$ cat src/rtl/package_collector.sv
// rtl/package_collector.sv - frames package energy words into a FIFO stream and checks package integrity
//
// Purpose: after each get_package strobe, forwards the 1024 energy words to a
// FIFO write port with sof/eof markers, checks the 6 trailer words, the
// declared length and event-number continuity, and reports one pkg_done
// strobe with a status vector per package.
//
// Ports:
//   clk, rst_n          clock, synchronous active-low reset
//   get_package         one-cycle header-found strobe
//   r_pkglength .. r_evtno  decoded header fields, valid with get_package
//   data_in             aligned word stream
//   fifo_full           downstream FIFO full
//   out_valid/out_data/out_sof/out_eof   FIFO write port
//   pkg_done, pkg_status, pkg_evtno/spillno/slotno/timestamp  package close report
//   pkg_count, err_count  running counters
module package_collector #(
  parameter int N_ENERGY       = 1024,
  parameter int N_TRAILER      = 6,
  parameter int PACKAGE_LENGTH = 1036
) (
  input  logic        clk,
  input  logic        rst_n,
  input  logic        get_package,
  input  logic [15:0] r_pkglength,
  input  logic [28:0] r_timestamp,
  input  logic [8:0]  r_spillno,
  input  logic [4:0]  r_slotno,
  input  logic [13:0] r_evtno,
  input  logic [15:0] data_in,
  input  logic        fifo_full,
  output logic        out_valid,
  output logic [15:0] out_data,
  output logic        out_sof,
  output logic        out_eof,
  output logic        pkg_done,
  output logic [5:0]  pkg_status,
  output logic [13:0] pkg_evtno,
  output logic [8:0]  pkg_spillno,
  output logic [4:0]  pkg_slotno,
  output logic [28:0] pkg_timestamp,
  output logic [15:0] pkg_count,
  output logic [15:0] err_count
);

  localparam logic [10:0] LP_E_LAST = 11'(N_ENERGY - 1);
  localparam logic [10:0] LP_T_LAST = 11'(N_TRAILER - 1);

  typedef enum logic [1:0] {S_IDLE, S_ENERGY, S_TRAILER} state_t;

  state_t      r_state;
  state_t      w_next_state;
  logic [10:0] r_word_cnt;

  logic [13:0] r_hdr_evtno;
  logic [8:0]  r_hdr_spillno;
  logic [4:0]  r_hdr_slotno;
  logic [28:0] r_hdr_timestamp;

  logic        r_tag_err;
  logic        r_trl_err;
  logic        r_ovf;
  logic        r_len_err;
  logic        r_evt_skip;

  logic [13:0] r_prev_evtno;
  logic [8:0]  r_prev_spillno;
  logic        r_prev_valid;

  logic        w_close;
  logic        w_trunc;
  logic        w_fwd;
  logic        w_trl_chk;
  logic        w_tag_bad;
  logic        w_trl_bad;
  logic        w_skip;
  logic [13:0] w_evt_expect;
  logic [5:0]  w_status;

  assign w_tag_bad    = (data_in[15:14] != 2'b10);
  assign w_trl_bad    = (data_in[15:14] != 2'b01);
  assign w_evt_expect = r_prev_evtno + 14'd1;
  assign w_skip       = r_prev_valid && (r_spillno == r_prev_spillno) && (r_evtno != w_evt_expect);

  always_comb begin
    w_next_state = r_state;
    w_close      = 1'b0;
    w_trunc      = 1'b0;
    w_fwd        = 1'b0;
    w_trl_chk    = 1'b0;
    case (r_state)
      S_IDLE: begin
        if (get_package) w_next_state = S_ENERGY;
      end
      S_ENERGY: begin
        // A header mid-package aborts the open package; that cycle's word is not forwarded.
        if (get_package) begin
          w_close = 1'b1;
          w_trunc = 1'b1;
        end else begin
          w_fwd = 1'b1;
          if (r_word_cnt == LP_E_LAST) w_next_state = S_TRAILER;
        end
      end
      S_TRAILER: begin
        if (r_word_cnt == LP_T_LAST) begin
          // Normal close; a coincident header starts the next package with no gap.
          w_close      = 1'b1;
          w_trl_chk    = 1'b1;
          w_next_state = get_package ? S_ENERGY : S_IDLE;
        end else if (get_package) begin
          w_close      = 1'b1;
          w_trunc      = 1'b1;
          w_next_state = S_ENERGY;
        end else begin
          w_trl_chk = 1'b1;
        end
      end
      default: w_next_state = S_IDLE;
    endcase
  end

  // The last trailer word's check folds straight into the reported status.
  assign w_status = {r_evt_skip, r_len_err, r_ovf, w_trunc,
                     r_trl_err | (w_trl_chk & w_trl_bad), r_tag_err};

  always_ff @(posedge clk) begin
    if (!rst_n) r_state <= S_IDLE;
    else        r_state <= w_next_state;
  end

  always_ff @(posedge clk) begin
    if (!rst_n) begin
      r_word_cnt      <= '0;
      r_hdr_evtno     <= '0;
      r_hdr_spillno   <= '0;
      r_hdr_slotno    <= '0;
      r_hdr_timestamp <= '0;
      r_tag_err       <= 1'b0;
      r_trl_err       <= 1'b0;
      r_ovf           <= 1'b0;
      r_len_err       <= 1'b0;
      r_evt_skip      <= 1'b0;
      r_prev_evtno    <= '0;
      r_prev_spillno  <= '0;
      r_prev_valid    <= 1'b0;
      out_valid       <= 1'b0;
      out_data        <= '0;
      out_sof         <= 1'b0;
      out_eof         <= 1'b0;
      pkg_done        <= 1'b0;
      pkg_status      <= '0;
      pkg_evtno       <= '0;
      pkg_spillno     <= '0;
      pkg_slotno      <= '0;
      pkg_timestamp   <= '0;
      pkg_count       <= '0;
      err_count       <= '0;
    end else begin
      out_valid <= 1'b0;
      out_sof   <= 1'b0;
      out_eof   <= 1'b0;
      pkg_done  <= 1'b0;

      if (w_fwd) begin
        out_data <= data_in;
        if (w_tag_bad) r_tag_err <= 1'b1;
        // A dropped word takes its sof/eof marker with it.
        if (fifo_full) begin
          r_ovf <= 1'b1;
        end else begin
          out_valid <= 1'b1;
          out_sof   <= (r_word_cnt == 11'd0);
          out_eof   <= (r_word_cnt == LP_E_LAST);
        end
      end

      if (w_trl_chk && w_trl_bad) r_trl_err <= 1'b1;

      if (w_fwd && (r_word_cnt == LP_E_LAST)) r_word_cnt <= '0;
      else if (r_state != S_IDLE)            r_word_cnt <= r_word_cnt + 11'd1;

      if (w_close) begin
        pkg_done      <= 1'b1;
        pkg_status    <= w_status;
        pkg_evtno     <= r_hdr_evtno;
        pkg_spillno   <= r_hdr_spillno;
        pkg_slotno    <= r_hdr_slotno;
        pkg_timestamp <= r_hdr_timestamp;
        pkg_count     <= pkg_count + 16'd1;
        if ((|w_status) && (err_count != 16'hFFFF)) err_count <= err_count + 16'd1;
      end

      // Start of a new package overrides the flag updates above.
      if (get_package) begin
        r_hdr_evtno     <= r_evtno;
        r_hdr_spillno   <= r_spillno;
        r_hdr_slotno    <= r_slotno;
        r_hdr_timestamp <= r_timestamp;
        r_len_err       <= (r_pkglength != 16'(PACKAGE_LENGTH));
        r_evt_skip      <= w_skip;
        r_tag_err       <= 1'b0;
        r_trl_err       <= 1'b0;
        r_ovf           <= 1'b0;
        r_word_cnt      <= '0;
        r_prev_evtno    <= r_evtno;
        r_prev_spillno  <= r_spillno;
        r_prev_valid    <= 1'b1;
      end
    end
  end

endmodule

$ cat config.mk
export PLATFORM = sky130hd
export DESIGN_NAME = package_collector
export DESIGN_NICKNAME = d
export VERILOG_FILES = /design/src/rtl/package_collector.sv
export SDC_FILE = /design/constraint.sdc
export NUM_CORES = 1
export LEC_CHECK = 0
export CAP_MARGIN = 15
export CORE_ASPECT_RATIO = 0.7
export CORE_UTILIZATION = 35
export CTS_CLUSTER_SIZE = 12
export DETAILED_ROUTE_END_ITERATION = 7
export GPL_TIMING_DRIVEN = 0
export PLACE_DENSITY = 0.68
export RECOVER_POWER = 25
export SKIP_LAST_GASP = 1
export SYNTH_ARGS = -nofsm -noshare
export SYNTH_HDL_FRONTEND = slang
export SYNTH_SLANG_ARGS = --single-unit
$ cat constraint.sdc
create_clock -name clk -period 4.5 [get_ports clk]
set_clock_uncertainty 0.2 [all_clocks]
set_input_delay 0.675 -clock clk [delete_from_list [all_inputs] [get_ports clk]]
set_output_delay 0.675 -clock clk [all_outputs]
set_load 0.1 [all_outputs]
==> metrics <==
via count=around 7,000; Fin Hold WS=between 200 and 250 ps; CP Data Required Time=around 4700 ps; GPL Wtd Cong=0.813; drt total wl=22,300 um; htree depth=4; DR WL/cell=between 15 and 20 um; Buf+Inv Stages, Crit Path=5; CTS Buffer Depth=2; Die Ht=around 130 um; max-cap check violation count=0; Core ar.=around 22,000 um^2; Netlist cell types=between 40 and 50; Cells after Synth=about 920; top post-synthesis cells by count=dfxtp_1 (191), nand2_1 (180), a21oi_1 (102), nor2_1 (102), mux2i_1 (60); Die W=181 um; Yosys reg bits=about 190; synth top area cells=dfxtp_1 (49%), nand2_1 (8.6%), mux2i_1 (7.6%); largest net degree at the start of global routing=18; GR Util met3=5.42%; DRC violations left=0; Worst Setup Start Kind=flop; hold buffers post-CTS=0; Synth area leader=dfxtp_1; CP max stage delay=slightly below 500 ps; setup_tns=0 ps; effective utilization at floorplan=36.0%; Critical Path, Cell by Cell=inv_1 > ha_1 > clkbuf_1 > a21oi_1 > nor2b_1 > o21a_1 > clkbuf_1 > buf_2 > buf_1 > nand2_1 > a21oi_1; syn nets=about 1,000; most frequent cell after synthesis=dfxtp_1; die area=between 20,000 and 25,000 um^2; Seq. cell area=between 3000 and 4000 um^2; clock sinks=roughly 190; outcome=finished clean; number of warnings issued by yosys=0; final period utilization=between 60 and 70%; Top Usage Layer GRT=met2; Finish-stage setup viols=0; first-pass GRT wire length=between 30,000 and 40,000 um; FF-to-FF setup slack=1350 ps; clk root buf=clkbuf_16; Post-synth top flop=dfxtp_1; Max Freq=around 320 MHz; Worst-Margin Slew=roughly 1100 ps; Layout area overhead=38.1%; DRT Pass-1 Iters=5; gr usage total=just under 20%; synthesized area=around 7900 um^2; Post-synth EDFFs=0; CP max FO=10; Post-synth ARST share=0%; worst-skew pair later-pin latency=440 ps; met2 Use GR=approximately 29%; Final min period=approximately 3100 ps; TritonCTS buffer count=17; PD cells=341 nW/um^2; Max Slew Vio Count=0; cell family with most CP delay=buffers and inverters; fraction of layout instances using a drive strength above 1=around 3.3%; final-report hold violation count=0; row count=45; Clk pin slew, worst setup/hold paths=about 70 ps; met1 usage=between 20% and 30%; Critical Path AT=between 3000 and 4000 ps; register area share after synthesis=48.7%; CTS tree=done; postcts setup bufs=0; leakage power=3.89 nW; vias per inst=just under 5; pre-CTS WS=between 1000 and 1500 ps; fill count=~2,100; CP Class=flop to flop; min-delay worst type=flop to flop; critical path's slowest cell=buf_1; gr ovfl total=0; multi-input combinational cell area=roughly 3700 um^2; Post-CTS Resized=0; worst rel slew slack=around 28%; final worst slack=between 1000 and 1500 ps; top-level port count=208; HPWL after DPL=roughly 17,000 um; number of global-route vias before repair=between 6,000 and 7,000; VDD IR max=0.000238 V; antenna viol nets, final=0; IO Port Bufs=approximately 210; Final #Nets=between 1,000 and 1,500; Detailed Route Iter0 Violations=around 400; share of the synthesized area in the top cell type=between 40 and 50%; initial antenna violation count=0; Syn Area/Cell=approximately 8.6 um^2; Antenna diodes=0; unrepaired setup endpoints after global routing=false; CP Capture Type=flop
## path summary, 6_finish.rpt
check,startpoint,to,cells past startpoint
hold / removal,r_hdr_timestamp[22],pkg_timestamp[22],2
setup / recovery,r_state[1],pkg_evtno[7],11
hold reg to reg,r_hdr_timestamp[22],pkg_timestamp[22],2
setup reg to reg,r_state[1],pkg_evtno[7],11
## routing by layer
layer	wire length, um	share of wire, %
met3	1340	6.0
met4	301	1.3
met5	0	0
met1	11300	51
met2	9400	42
## flip-flops by register name, indices dropped and copies added, names as in the netlist, 2 cells and up
register / flops
pkg_timestamp: 29
r_hdr_timestamp: 29
err_count: 16
out_data: 16
pkg_count: 16
pkg_evtno: 14
r_prev_evtno: 14
r_word_cnt: 11
pkg_spillno: 9
r_prev_spillno: 9
pkg_status: 6
pkg_slotno: 5
r_hdr_slotno: 5
r_state: 2
## power breakdown
| group | internal [W] | switching (W) |
|---|---|---|
| combinational | 0.000160 | 0.000214 |
| clock | 0.000852 | 0.000707 |
| sequential | 0.00173 | 0.0000296 |
| total | 0.00274 | 0.000950 |
## final cells by class
class	count	share of cell area [%]
flip-flops and latches	191	35.2
clock inverters	12	1.37
multi-input cells	653	34.5
clock buffers	20	4.12
repair buffers	205	18.9
well taps	282	3.25
inverters	15	0.519
plain buffers	57	2.10
## cells by family (layout without fill, tap and decap cells)
| kind of cell | Yosys count | in the layout | synth area share (%) |
|---|---|---|---|
| AOI/OAI and AO/OA | 141 | 141 | 10.1 |
| buffers and inverters | 72 | 309 | 3.71 |
| xor gates and xnor gates | 56 | 56 | 6.24 |
| and+or+nand+nor | 386 | 386 | 22.1 |
| DFF | 191 | 191 | 48.7 |
| adders and majority gates | 10 | 10 | 1.59 |
| muxes | 60 | 60 | 7.64 |
## cell usage in the layout, fill, tap and decap left out, types with 3 or more instances in the layout
cell / instances
clkdlybuf4s50_1: 204
dfxtp_1: 191
nand2_1: 180
a21oi_1: 102
nor2_1: 102
mux2i_1: 60
clkbuf_1: 47
xnor2_1: 33
nand3_1: 24
xor2_1: 23
clkbuf_16: 17
nand4_1: 16
inv_1: 15
and3_1: 14
o21ai_0: 13
ha_1: 10
nor3_1: 9
buf_1: 8
o31ai_1: 8
or4_1: 7
or3_1: 7
inv_6: 5
nor4b_1: 4
nor2b_1: 3
and2_0: 3
nor4_1: 3
## tightest hold or removal path: cells and delay by family, from the launching register on
kind | cells | cell delay, ps
DFF | 1 | 310
and+or+nand+nor | 1 | 50
AOI/OAI and AO/OA | 1 | 50
## per-stage QoR
step / total power [W] / area [um^2] / utilization [%] / std cells
after CTS: 0.00373 / 10900 / 49.7 / 1435
final: 0.00369 / 10800 / 49.7 / 1435
after floorplan: 0.00202 / 7860 / - / 916
after global placement: 0.00217 / 10300 / 47.0 / 1403
after global routing: 0.00383 / 10800 / 49.7 / 1435
after detailed placement: 0.00218 / 10300 / 47.0 / 1403
No activity file was read; power rests on OpenSTA's default activity.
